==> src/rtl/mem_line_read_responder.sv <==
// mem_line_read_responder
//
// Memory-side AXI read responder for the cache line-fill path. Accepts one AR
// request at a time, reads the addressed 512-bit line from a line-wide backing
// port, then returns it as eight 64-bit R beats, critical word first, wrapping
// within the line. Beat k carries line word (start+k) mod 8, where word j sits
// at line bits [511-64j -: 64].
//
// Ports:
//   clk, rst          clock, asynchronous active-high reset
//   araddr_i ..       AR channel (addr, len, burst, valid) / arready_o
//   rdata_o ..        R channel (data, resp, last, valid) / rready_i
//   line_rden_o       one-cycle read strobe to the backing store
//   line_raddr_o      line address (latched araddr[31:6])
//   line_rdata_i      backing line data, valid the cycle after line_rden_o
//
// Malformed requests (len != 7, reserved burst, unaligned INCR) are answered
// with len+1 all-zero SLVERR beats and never touch the backing store.

module mem_line_read_responder #(
  parameter int unsigned LATENCY = 4  // AR handshake to first rvalid_o, 3..255
) (
  input  logic         clk,
  input  logic         rst,
  input  logic [31:0]  araddr_i,
  input  logic [3:0]   arlen_i,
  input  logic [1:0]   arburst_i,
  input  logic         arvalid_i,
  output logic         arready_o,
  output logic [63:0]  rdata_o,
  output logic [1:0]   rresp_o,
  output logic         rlast_o,
  output logic         rvalid_o,
  input  logic         rready_i,
  output logic         line_rden_o,
  output logic [25:0]  line_raddr_o,
  input  logic [511:0] line_rdata_i
);

  typedef enum logic [2:0] {StIdle, StWait, StFetch, StLoad, StSend} state_e;

  // FETCH and LOAD account for two of the latency cycles, the handshake for one.
  localparam logic [7:0] WaitInit = 8'(LATENCY - 3);

  state_e       state_q, state_d;
  logic [25:0]  line_q, line_d;
  logic [2:0]   start_q, start_d;
  logic [3:0]   len_q, len_d;
  logic         err_q, err_d;
  logic [7:0]   wcnt_q, wcnt_d;
  logic [511:0] buf_q, buf_d;
  logic [3:0]   bcnt_q, bcnt_d;
  logic [2:0]   wptr_q, wptr_d;

  logic ar_err;
  logic unused_addr_bits;

  // Byte offset within a beat carries no information for whole-line reads.
  assign unused_addr_bits = ^araddr_i[2:0];

  assign ar_err = (arlen_i != 4'd7) ||
                  !((arburst_i == 2'b01) || (arburst_i == 2'b10)) ||
                  ((arburst_i == 2'b01) && (araddr_i[5:3] != 3'd0));

  always_comb begin
    state_d = state_q;
    line_d  = line_q;
    start_d = start_q;
    len_d   = len_q;
    err_d   = err_q;
    wcnt_d  = wcnt_q;
    buf_d   = buf_q;
    bcnt_d  = bcnt_q;
    wptr_d  = wptr_q;
    case (state_q)
      StIdle: begin
        if (arvalid_i) begin
          line_d  = araddr_i[31:6];
          start_d = araddr_i[5:3];
          len_d   = arlen_i;
          err_d   = ar_err;
          wcnt_d  = WaitInit;
          state_d = (WaitInit != 8'd0) ? StWait : StFetch;
        end
      end
      StWait: begin
        wcnt_d = wcnt_q - 8'd1;
        if (wcnt_q == 8'd1) state_d = StFetch;
      end
      StFetch: state_d = StLoad;
      StLoad: begin
        buf_d   = err_q ? '0 : line_rdata_i;
        bcnt_d  = 4'd0;
        wptr_d  = start_q;
        state_d = StSend;
      end
      StSend: begin
        if (rready_i) begin
          bcnt_d = bcnt_q + 4'd1;
          wptr_d = wptr_q + 3'd1;  // wraps 7 -> 0 within the line
          if (bcnt_q == len_q) state_d = StIdle;
        end
      end
      default: state_d = StIdle;
    endcase
  end

  always_ff @(posedge clk or posedge rst) begin
    if (rst) begin
      state_q <= StIdle;
      line_q  <= '0;
      start_q <= '0;
      len_q   <= '0;
      err_q   <= 1'b0;
      wcnt_q  <= '0;
      buf_q   <= '0;
      bcnt_q  <= '0;
      wptr_q  <= '0;
    end else begin
      state_q <= state_d;
      line_q  <= line_d;
      start_q <= start_d;
      len_q   <= len_d;
      err_q   <= err_d;
      wcnt_q  <= wcnt_d;
      buf_q   <= buf_d;
      bcnt_q  <= bcnt_d;
      wptr_q  <= wptr_d;
    end
  end

  // All outputs decode registered state only; R payload is zero when idle.
  always_comb begin
    arready_o    = (state_q == StIdle);
    rvalid_o     = (state_q == StSend);
    line_rden_o  = (state_q == StFetch) && !err_q;
    line_raddr_o = line_q;
    rdata_o      = '0;
    rresp_o      = 2'b00;
    rlast_o      = 1'b0;
    if (rvalid_o) begin
      // Word j lives at base 64*(7-j) = {~j, 6'b0}.
      rdata_o = buf_q[{~wptr_q, 6'b0} +: 64];
      rresp_o = err_q ? 2'b10 : 2'b00;
      rlast_o = (bcnt_q == len_q);
    end
  end

endmodule

==> config.mk <==
export PLATFORM = sky130hd
export DESIGN_NAME = mem_line_read_responder
export DESIGN_NICKNAME = d
export VERILOG_FILES = /design/src/rtl/mem_line_read_responder.sv
export SDC_FILE = /design/constraint.sdc
export NUM_CORES = 2
export LEC_CHECK = 0
export BUFFER_PORTS_ARGS = -buffer_cell sky130_fd_sc_hd__buf_2
export CAP_MARGIN = 25
export CORE_MARGIN = 8
export CORE_UTILIZATION = 35
export CTS_CLUSTER_DIAMETER = 60
export CTS_CLUSTER_SIZE = 28
export DETAILED_ROUTE_END_ITERATION = 8
export SYNTH_ARGS = -nofsm -noshare
export SYNTH_HDL_FRONTEND = slang
export SYNTH_SLANG_ARGS = --single-unit
==> constraint.sdc <==
create_clock -name clk -period 15.3 [get_ports clk]
set_input_delay 0.765 -clock clk [delete_from_list [all_inputs] [get_ports clk]]
set_output_delay 0.765 -clock clk [all_outputs]
set_load 0.03 [all_outputs]
==> flow_summary.ini <==
[yosys]
synth_edf_count = 0
ys_seq_area_share_pct = 49.4
ys_async_sr_fraction_pct = 100
synth_cell_types = 49
syn_area_um2 = 28600
yosys_warnings = 0
syn_nets = 3545
syn_inst = 2986
ys.flop_type = dfrtp_1
postSynthAreaPerCell_um2 = 9.56
synth.ff_latch_count = 564

[critical_path]
reg2reg_depth = 6
r2r-end = buf_q[220]$_DFFE_PP0P_
crit_end = rdata_o[31]
r2r-start = state_q[2]$_DFFE_PP0P_
path_class = reg2out
crit_path_max_fanout = 63
start_kind = register
crit_required_ns = 14.53
arrival_ns = 4.01
cp-end-kind = output pin
worstSetupStartpoint = wptr_q[1]$_DFFE_PP0P_
rrSetupSlack_ns = 10.79

[grt]
grt_pass1_wl_mm = 139
grt_util_all_layers_pct = 19.3
grt_pass1_vias = 23346
grt_util_met2_pct = 32.1
busiest_layer = met2
grt_antenna_before_repair = 35
grt_max_degree = 236
use_met1_pct = 24.5
gr-total-overflow = 0
grtUsageMet3_pct = 5.21

[route]
vias = 23024
firstDrtPassIters = 8
wl_mm = 92.7
dr.first_iter.drc_count = 1548
detail-route-antenna-nets = 0
route.detailed.drc = 0
via_per_inst = 5.02
wl_per_cell_um = 20.2

[die]
coreArea_um2 = 80700
initial_core_util_pct = 35.4
io-pin-count = 650
rows = 104
die_h_um = 302
die_w_um = 302
dieArea_um2 = 91000

[timing]
rsz0062_at_grt = false
skew_ns = 0.0248
period_share_pct = 31.2
fin_crit_ns = 4.77
relSlewSlack_pct = 18.5
worstMarginPinSlew_ns = 1.22
setup-tns-final_ns = 0
slew_violations = 0
finalHoldViolCount = 0
setup_viol_count_final = 0
fmax_mhz = 209

[placed_design]
gp_congestion = 0.847
place_hpwl_mm = 62.5
port_buffers = 645

[pwr]
vdd_ir_drop_max_v = 0.000148
leakage_nw = 17.8
totalPowerFinal_mw = 6.33
p_per_area_nw_per_um2 = 189

[finish]
area_growth_pct = 17.7
layout.area.seq_um2 = 14100
n_fill_cell = 8121
drive_gt1_share_pct = 29.7
multiInputGateArea_um2 = 12700
final_cell_mix = nand2_1, buf_2, dfrtp_1
mostFrequentLayoutCell = nand2_1
nets = 4026

[min_path]
hold_path.class = in2reg

[clock_network]
clkTransAtPathRegs_ns = 0.08
htree_levels = 2
cts_tree = done
hold_buffers = 0
max-clock-path-buffers = 3
cts_root_buffer = clkbuf_16
cts_resized = 0
clock_sinks = 564
cts_buffers = 50
clk-insertion-delay-late_ns = 0.60
postCtsSetupBuffers = 0

[run]
drv_cap = 0

[outcome]
status = finished clean
## power breakdown
part           switching (mW)  internal, mW
clock                   0.648         0.745
combinational            1.51         0.973
sequential              0.347          2.11
total                    2.50          3.83
## final cells by class
| type | count | area share [%] |
|---|---|---|
| Antenna cell | 18 | 0.134 |
| Sequential cell | 564 | 42.0 |
| Clock buffer | 59 | 4.13 |
| Inverter | 6 | 0.0782 |
| Tap cell | 1060 | 3.95 |
| Timing Repair Buffer | 677 | 10.5 |
| Clock inverter | 35 | 1.25 |
| Multi-Input combinational cell | 2168 | 37.9 |
## cell usage after synthesis, drive strengths merged, types with 2 or more instances
cell type | instances | area [um2]
o22ai | 130 | 813
o41ai | 2 | 17.5
a311oi | 2 | 17.5
dfrtp | 564 | 14100
nand4 | 3 | 18.8
ha | 5 | 62.6
or2 | 2 | 12.5
nor4b | 2 | 38.8
nand2 | 1135 | 4260
clkbuf | 77 | 289
mux2 | 256 | 2880
nor3 | 68 | 340
o311ai | 2 | 17.5
o21ai | 3 | 15.0
mux2i | 5 | 50.1
nand3 | 3 | 15.0
buf | 171 | 1430
inv | 6 | 22.5
nand2b | 3 | 18.8
xnor2 | 4 | 35.0
nor2 | 9 | 33.8
nand3b | 513 | 3850
## cells by family (layout without fill, tap and decap cells)
family	count (synthesis)	in the layout	share of synthesized area, %
and+or+nand+nor	1749	1749	30.5
DFF	564	564	49.4
muxes	261	261	10.3
buffers and inverters	254	777	6.11
AOI/OAI and AO/OA	148	148	3.33
adders and majority gates	5	5	0.219
xor gates and xnor gates	4	4	0.123
other	1	19	0.0131
## worst min-delay path by stage
stage	cells after the start	endpoint	startpoint	slack, ns
after detailed placement	2	buf_q[54]$_DFFE_PP0P_	buf_q[54]$_DFFE_PP0P_	0.45
after global routing	3	line_raddr_o[0]$_DFFE_PP0P_	araddr_i[6]	0.32
after floorplan	2	buf_q[0]$_DFFE_PP0P_	buf_q[0]$_DFFE_PP0P_	0.43
after global placement	2	buf_q[21]$_DFFE_PP0P_	buf_q[21]$_DFFE_PP0P_	0.44
after CTS	3	line_raddr_o[0]$_DFFE_PP0P_	araddr_i[6]	0.29
final	3	line_raddr_o[0]$_DFFE_PP0P_	araddr_i[6]	0.35
## sequential cells by signal, summed over array words and instances, names as in the netlist
name and flops:
len_q 4, buf_q 512, line_raddr_o 26, wptr_q 3
state_q 3, start_q 3, bcnt_q 4, wcnt_q 8
err_q 1
## routing by layer
metal | share of wire [%] | up-vias
met5 | 0.28 | -
met1 | 42 | 11163
li1 | - | 11011
met2 | 48 | 652
met4 | 2.6 | 40
met3 | 7.2 | 158
## metrics by stage
step / util [%] / cells / area (um2) / hold WS (ns) / setup WS (ns)
after floorplan: - / 2986 / 28600 / 0.433 / 6.86
after global placement: 39.3 / 4473 / 31700 / 0.443 / 10.81
after detailed placement: 39.3 / 4473 / 31700 / 0.450 / 10.86
after CTS: 41.5 / 4567 / 33500 / 0.293 / 10.42
after global routing: 41.6 / 4573 / 33600 / 0.321 / 10.34
final: 41.6 / 4587 / 33600 / 0.345 / 10.53
## critical path: stages, from the launching register on
cell and delay [ns]:
dfrtp_4 0.57, buf_4 0.72, buf_4 0.85, mux2_2 0.31, o22ai_1 0.08, nor3_1 0.45
buf_2 0.30
Power figures use the tool's default switching activity.
